### src/rtl/pic_pkg.sv
// Shared types and helpers for the 8259-style interrupt acknowledge logic.
package pic_pkg;

  localparam int unsigned IR_COUNT = 8;
  localparam int unsigned IDX_W    = 4;

  typedef enum logic [1:0] {
    IDLE,
    ACK1,
    WAIT2,
    ACK2
  } state_e;

  // Index of the lowest set bit, or IR_COUNT when the vector is empty.
  function automatic logic [IDX_W-1:0] lowest_set_index(input logic [IR_COUNT-1:0] v);
    logic [IDX_W-1:0] idx;
    idx = IDX_W'(IR_COUNT);
    for (int i = IR_COUNT - 1; i >= 0; i--) begin
      if (v[i]) idx = IDX_W'(i);
    end
    return idx;
  endfunction

  function automatic logic [IR_COUNT-1:0] ir_onehot(input logic [2:0] idx);
    return IR_COUNT'(1) << idx;
  endfunction

endpackage

### src/rtl/priority_resolver.sv
// Fixed-priority (IR0 highest) resolution of unmasked requests against the ISR.
module priority_resolver
  import pic_pkg::*;
(
  input  logic [IR_COUNT-1:0] irr,
  input  logic [IR_COUNT-1:0] imr,
  input  logic [IR_COUNT-1:0] isr,
  output logic [IDX_W-1:0]    req_win,
  output logic [IDX_W-1:0]    isr_top,
  output logic                pending
);

  always_comb begin
    req_win = lowest_set_index(irr & ~imr);
    isr_top = lowest_set_index(isr);
    // An empty request set yields IR_COUNT, which never beats isr_top.
    pending = (req_win < isr_top);
  end

endmodule

### src/rtl/interrupt_ack_controller.sv
// INT generation, two-pulse INTA handshake, vector return and ISR/EOI bookkeeping.
module interrupt_ack_controller
  import pic_pkg::*;
#(
  parameter logic [2:0]  SPURIOUS_IR    = 3'd7,
  parameter int unsigned FIXED_IR_COUNT = 8
) (
  input  logic                clock,
  input  logic                reset,
  input  logic [IR_COUNT-1:0] interrupt_req_register,
  input  logic [IR_COUNT-1:0] interrupt_mask,
  input  logic                inta_n,
  input  logic                auto_eoi,
  input  logic                eoi,
  input  logic                specific_eoi,
  input  logic [2:0]          eoi_level,
  input  logic [4:0]          vector_base,
  output logic                int_out,
  output logic                freeze,
  output logic [IR_COUNT-1:0] clear_interrupt_req,
  output logic [IR_COUNT-1:0] in_service_register,
  output logic [7:0]          data_out,
  output logic                data_out_enable
);

  if (FIXED_IR_COUNT != IR_COUNT) begin : g_bad_ir_count
    $error("interrupt_ack_controller: FIXED_IR_COUNT must be 8");
  end

  state_e              state_q, state_d;
  logic                inta_prev_q;
  logic [2:0]          winner_q, winner_d;
  logic                spurious_q, spurious_d;
  logic                int_out_q, int_out_d;
  logic                freeze_q, freeze_d;
  logic [IR_COUNT-1:0] clear_q, clear_d;
  logic [IR_COUNT-1:0] isr_q, isr_d;
  logic [7:0]          data_out_q, data_out_d;
  logic                data_oe_q, data_oe_d;

  logic [IDX_W-1:0]    req_win;
  logic [IDX_W-1:0]    isr_top;
  logic                pending;
  logic                inta_fall;
  logic                inta_rise;
  logic [IR_COUNT-1:0] isr_set;
  logic [IR_COUNT-1:0] isr_aeoi_clr;
  logic [IR_COUNT-1:0] eoi_clr;
  logic                unused_req_msb;

  priority_resolver u_resolver (
    .irr     (interrupt_req_register),
    .imr     (interrupt_mask),
    .isr     (isr_q),
    .req_win (req_win),
    .isr_top (isr_top),
    .pending (pending)
  );

  // Bit 3 only flags "none"; pending already covers that case.
  assign unused_req_msb = req_win[3];

  assign inta_fall = inta_prev_q & ~inta_n;
  assign inta_rise = ~inta_prev_q & inta_n;

  // EOI target is taken from the ISR as it stood before this edge.
  always_comb begin
    eoi_clr = '0;
    if (eoi) begin
      if (specific_eoi) begin
        eoi_clr = ir_onehot(eoi_level);
      end else if (!isr_top[3]) begin
        eoi_clr = ir_onehot(isr_top[2:0]);
      end
    end
  end

  always_comb begin
    state_d      = state_q;
    winner_d     = winner_q;
    spurious_d   = spurious_q;
    int_out_d    = 1'b0;
    freeze_d     = freeze_q;
    clear_d      = '0;
    data_out_d   = data_out_q;
    data_oe_d    = data_oe_q;
    isr_set      = '0;
    isr_aeoi_clr = '0;

    unique case (state_q)
      IDLE: begin
        int_out_d = pending & ~inta_fall;
        if (inta_fall) begin
          state_d    = ACK1;
          winner_d   = pending ? req_win[2:0] : SPURIOUS_IR;
          spurious_d = ~pending;
          freeze_d   = 1'b1;
          if (pending) begin
            isr_set = ir_onehot(req_win[2:0]);
            clear_d = ir_onehot(req_win[2:0]);
          end
        end
      end
      ACK1: begin
        if (inta_rise) state_d = WAIT2;
      end
      WAIT2: begin
        if (inta_fall) begin
          state_d    = ACK2;
          data_out_d = {vector_base, winner_q};
          data_oe_d  = 1'b1;
        end
      end
      ACK2: begin
        if (inta_rise) begin
          state_d   = IDLE;
          data_oe_d = 1'b0;
          freeze_d  = 1'b0;
          if (auto_eoi && !spurious_q) isr_aeoi_clr = ir_onehot(winner_q);
        end
      end
      default: state_d = IDLE;
    endcase

    // A same-cycle EOI aimed at the newly set bit wins over the set.
    isr_d = (isr_q | isr_set) & ~eoi_clr & ~isr_aeoi_clr;
  end

  always_ff @(posedge clock) begin
    if (reset) begin
      state_q     <= IDLE;
      inta_prev_q <= 1'b1;
      winner_q    <= '0;
      spurious_q  <= 1'b0;
      int_out_q   <= 1'b0;
      freeze_q    <= 1'b0;
      clear_q     <= '0;
      isr_q       <= '0;
      data_out_q  <= '0;
      data_oe_q   <= 1'b0;
    end else begin
      state_q     <= state_d;
      inta_prev_q <= inta_n;
      winner_q    <= winner_d;
      spurious_q  <= spurious_d;
      int_out_q   <= int_out_d;
      freeze_q    <= freeze_d;
      clear_q     <= clear_d;
      isr_q       <= isr_d;
      data_out_q  <= data_out_d;
      data_oe_q   <= data_oe_d;
    end
  end

  assign int_out             = int_out_q;
  assign freeze              = freeze_q;
  assign clear_interrupt_req = clear_q;
  assign in_service_register = isr_q;
  assign data_out            = data_out_q;
  assign data_out_enable     = data_oe_q;

endmodule

### config.mk
export PLATFORM = sky130hd
export DESIGN_NAME = interrupt_ack_controller
export DESIGN_NICKNAME = d
export VERILOG_FILES = /design/src/rtl/pic_pkg.sv /design/src/rtl/priority_resolver.sv /design/src/rtl/interrupt_ack_controller.sv
export SDC_FILE = /design/constraint.sdc
export NUM_CORES = 1
export LEC_CHECK = 0
export ABC_AREA = 1
export CAP_MARGIN = 25
export CORE_MARGIN = 5
export CORE_UTILIZATION = 43
export DETAILED_ROUTE_END_ITERATION = 6
export GPL_TIMING_DRIVEN = 0
export PLACE_DENSITY = 0.76
export SLEW_MARGIN = 10
export SYNTH_ARGS = -nofsm -noshare
export SYNTH_HDL_FRONTEND = slang
export SYNTH_HIERARCHICAL = 1
export SYNTH_SLANG_ARGS = --single-unit
### constraint.sdc
create_clock -name clock -period 2.6 [get_ports clock]
set_clock_uncertainty 0.2 [all_clocks]
set_input_delay 0.78 -clock clock [delete_from_list [all_inputs] [get_ports clock]]
set_output_delay 0.78 -clock clock [all_outputs]
set_load 0.005 [all_outputs]
; ---- Word-level counts from Yosys, hierarchy flattened
; Cells that the tools add are included.
[word_totals]
input_bits = 30
register_bits = 34
word_cells = 83
out_inout_bits = 27
[op_classes]
shifts = 4
n_reduce_logical = 11
mux = 35
bitwise_logic = 15
n_eq_ne = 7
magnitude_cmp = 1
[op_table]
columns = cell, count
row1 = $mux 8, 9
row2 = $mux 4, 16
row3 = $shl 1x3->8 const A, 4
row4 = $and 8x8->8, 3
row5 = $not 8->8, 3
row6 = $mux 2, 4
row7 = $ne 2x2->1 const B, 4
row8 = $or 8x8->8, 1
row9 = $pmux 2 s4, 1
row10 = $reduce_and 3->1, 2
row11 = $not 1->1, 5
row12 = $eq 2x2->1 const B, 2
row13 = $lt 4x4->1, 1
row14 = $pmux 1 s2, 2
row15 = $reduce_and 2->1, 2
row16 = $reduce_and 4->1, 1
row17 = $reduce_bool 2->1, 2
row18 = $and 1x1->1, 3
row19 = $mux 3, 1
row20 = $eq 2x1->1 const B, 1
row21 = $logic_not 2->1, 1
row22 = $mux 1, 2
row23 = $reduce_or 2->1, 1
row24 = $logic_and 1x1->1, 1
row25 = $logic_not 1->1, 1

; ---- Depth between registers and ports, before layout
[depth]
ltp_word = 17
ltp_mapped = 19
mapped_depth_nobuf = 19

; ---- Hierarchy
; Netlist, hierarchy kept.
[by_module_without_submodules]
columns = module, cells_each, instances, area_per_inst_um2
row1 = interrupt_ack_controller, 241, 1, 1644.1
row2 = priority_resolver, 69, 1, 316.6

; ---- Worst setup path before layout
; Ideal clock, no wire load.
[synth_timing]
path_kind = input to register
startpoint = in interrupt_req_register[7]
endpoint = reg isr_q[0] (netlist: in_service_register[0])
path_slack_ps = -236
n_path_buf = 0
required_ps = 2336
t_arrival_ps = 2572
path_stages = 13
setup_ps = 64
path_cell_list = inv_1 > o21ai_0 > nand3_1 > a31oi_1 > ha_1 > nand2_1 > nand2_1 > a21oi_2 > inv_1 > or2_1 > nor2_4 > a21oi_1 > nor2_1
[synth_between]
elab_chain_cells = 16
word_cells_on_any_way = 17
[synth_rtl]
columns = item, line_no
row1 = "start, declared", interrupt_ack_controller.sv:10  ; input logic [IR_COUNT-1:0] interrupt_req_register,
row2 = $and 8x8->8, priority_resolver.sv:14  ; req_win = lowest_set_index(irr & ~imr);
row3 = $mux 4 (8 in series), pic_pkg.sv:19  ; if (v[i]) idx = IDX_W'(i);
row4 = net req_win[1], interrupt_ack_controller.sv:41  ; logic [IDX_W-1:0] req_win;
row5 = $lt 4x4->1, priority_resolver.sv:17  ; pending = (req_win < isr_top);
row6 = net pending, interrupt_ack_controller.sv:43  ; logic pending;
row7 = $mux 8, interrupt_ack_controller.sv:98  ; if (pending) begin
row8 = $mux 8, interrupt_ack_controller.sv:93  ; if (inta_fall) begin
row9 = $mux 8, n/a
row10 = $or 8x8->8, interrupt_ack_controller.sv:126  ; isr_d = (isr_q | isr_set) & ~eoi_clr & ~isr_aeoi_clr;
row11 = $and 8x8->8 (2 in series), interrupt_ack_controller.sv:126
row12 = "end signal, assigned", interrupt_ack_controller.sv:149  ; isr_q <= isr_d;
row13 = "end, declared", interrupt_ack_controller.sv:37  ; logic [IR_COUNT-1:0] isr_q, isr_d;
; The timed path passes the listed nets, and every way through them passes these cells.
; A chain may end at the register's enable or synchronous reset.

; ---- Final worst setup path
[layout_timing]
startpoint = in interrupt_req_register[0]
endpoint = reg isr_q[2] (netlist: in_service_register[2])
[layout_between]
elab_chain_cells = 9
word_cells_on_any_way = 10
[layout_rtl]
columns = item, line_no
row1 = $and 8x8->8, priority_resolver.sv:14
row2 = $mux 4, pic_pkg.sv:19
row3 = net req_win[1], interrupt_ack_controller.sv:41
row4 = $lt 4x4->1, priority_resolver.sv:17
row5 = net pending, interrupt_ack_controller.sv:43
row6 = $mux 8, interrupt_ack_controller.sv:98
row7 = $mux 8, interrupt_ack_controller.sv:93
row8 = $mux 8, n/a
row9 = $or 8x8->8, interrupt_ack_controller.sv:126
row10 = $and 8x8->8 (2 in series), interrupt_ack_controller.sv:126
; The timed path passes the listed nets, and every way through them passes these cells.

==> impl_metrics.toml <==
[detailed_routing]
first_pass_iters = 4
wirelength_um = 5700
drt-wirelength-per-cell_um = 12.9
ant_nets = 0
drt_iter0_drc = 199
via_per_inst = 4.99
vias = 2206
drc = 0

[die]
die_w_um = 77.5
dieArea_um2 = 6010
core_um2 = 4380
die_y_um = 77.5
start_util = 0.447
io_pins = 57
fp-row-count = 24

[timing]
finalSetupViolCount = 18
relSlewSlack = 0.725
maxSlewViolCount = 0
period_minus_slack_ps = 2810
timing.fmax_mhz = 356
timing.final.crit_share = 1.08
worst_slack_ps = -210
grt_setup_unrepaired = "yes"
setup-tns-final_ps = -1890
hold_viol = 0
worst_pin_slew_ps = 413

[power]
finalPower_w = 0.00188
ir_drop_mv = 0.481
leakagePower_nw = 1.38
power_density_nw_per_um2 = 635

[global_route]
track_usage = 0.175
grt_pass1_vias = 1953
grt_max_degree = 11
grt_overflow = 0
grt_pass1_wl_um = 8670
grt_antenna_before_repair = 0

[cells_and_area]
final_common_cell = "nor2_1"
final_nets = 428
area_growth_pct = 50.9
post-route-util = 0.675
num_antenna_cells = 0
final_cell_mix = "nor2_1 (58), nand2_1 (51), inv_1 (46)"
fill_cells = 358
drive_gt1_frac = 0.233

[critical_path]
path_class = "in -> reg"
start_kind = "input pin"
critical_path_arrival_ps = 2820
reg2reg_from = "in_service_register[3]"
cp.required_ps = 2610
reg2regPathDepth = 12
cp-end-kind = "flip-flop"
r2r_slack_ps = -150
regToRegEndpoint = "in_service_register[2]"
path_max_fanout = 8

[cts]
insertion_delay_ps = 290
htreeDepth = 2
cts_tree = "yes"
cts_max_path_buffers = 2
root_buffer = "clkbuf_8"
cts_made_buffers = 5
path_clk_slew_ps = 70
cts_sinks = 34
cts_hold_buf = 0

[synth]
synthCells = 310
ys_warn_count = 6
synth.distinct_cells = 25
synth_top_area_share = 0.347
yosysSeqAreaShare = 0.347
syn_nets = 348
syn-cell-area_um2 = 1960
synth_seq_cells = 34
synth_area_leaders = "dfxtp_1 (35%), nor2_1 (12%), nand2_1 (12%)"
synth_top_area_cell = "dfxtp_1"
avgSynthCellArea_um2 = 6.32

[placed_design]
gp_congestion = 0.858
place_hpwl_um = 3820
io_buffers = 53

[min_path]
hold_class = "reg -> reg"
hold_start = "freeze"
min_path_cells = 2
min_to = "freeze"

[status]
status = "complete, but fails checks"
violations = "negative setup slack"

[job]
maxCapViolCount = 0
cells in the mapped netlist, drive strengths merged:
master,instances
nor2,67
dfxtp,34
ha,8
clkbuf,1
nand3,17
nor3,6
nand4,3
a31oi,1
or2,1
inv,52
nand2,65
a21oi,19
a211oi,2
nor4,3
buf,5
a21o,1
o21ai,25
per-stage QoR:
step	cell area (µm²)	worst slack, ps	hold slack (ps)	cells
2_1_floorplan	2010	-74.2	260	310
3_3_place_gp	2600	-963	251	415
3_5_place_dp	2600	-1020	262	415
4_1_cts	2800	-41.7	274	433
5_1_grt	2960	-307	323	442
6_report	2960	-210	268	442
metal layers:
layer  global-route usage  vias up  wire [µm]
met4               0.0704        0        192
li1                     -     1128          -
met3               0.0764       20        490
met1                0.214      970       2420
met2                0.269       88       2600
met5                    0        -          0
report_power, final:
part / switching, W / total (W) / internal (W)
Clock: 0.000195 / 0.000502 / 0.000307
Combinational: 0.000398 / 0.000735 / 0.000337
Sequential: 0.0000532 / 0.000643 / 0.000590
Total: 0.000646 / 0.00188 / 0.00123
critical path, cell delays in order:
cell and delay [ps]:
buf_6 90, inv_2 40, nor2_2 30, inv_1 110, buf_4 130, nand2_1 80, a31oi_4 160, ha_1 250
nand2_1 90, nand2_2 80, a21oi_4 190, inv_2 50, or2_4 260, nor2_4 240, a21oi_2 90, nor2_1 150
kinds of logic after synthesis:
group / Yosys count / synth area share
AND/OR/NAND/NOR: 162 / 0.354
AO/OA/AOI/OAI: 48 / 0.131
adder cells (fa/ha/maj): 8 / 0.0511
flip-flops: 34 / 0.347
buffers and inverters: 58 / 0.117
worst max path at each step:
stage	slack (ps)	cells past startpoint	end	start
final	-210	16	in_service_register[2]	interrupt_req_register[0]
after global routing	-310	19	in_service_register[5]	interrupt_req_register[0]
after CTS	-40	14	in_service_register[2]	interrupt_req_register[0]
after detailed placement	-1020	14	in_service_register[2]	interrupt_req_register[7]
after global placement	-960	14	in_service_register[1]	interrupt_req_register[7]
after floorplan	-70	13	in_service_register[0]	interrupt_req_register[7]
state kept, by name (all words and copies together), names as in the netlist:
signal               cells
in_service_register      8
winner_q                 3
freeze                   1
inta_prev_q              1
clear_interrupt_req      8
int_out                  1
data_out_enable          1
data_out                 8
spurious_q               1
state_q                  2
timing repair:
item | 4_1_cts | 5_1_grt
gates resized for setup | 54 | 37
pin swaps | 27 | 28
setup endpoints to repair | 21 | 20
buffers inserted | 11 | 9
cell type report:
cell class                 instances  area, µm²  share of cell area
sequential                        34        683               0.231
tap                               52       65.1              0.0220
clock inverter                     1       30.0              0.0101
multi-input combinational        218       1210               0.410
timing repair buffer              73        644               0.218
inverter                          52        208              0.0702
buffer                             6       33.8              0.0114
clock buffer                       6       82.6              0.0279
No activity file was read; power rests on OpenSTA's default activity.
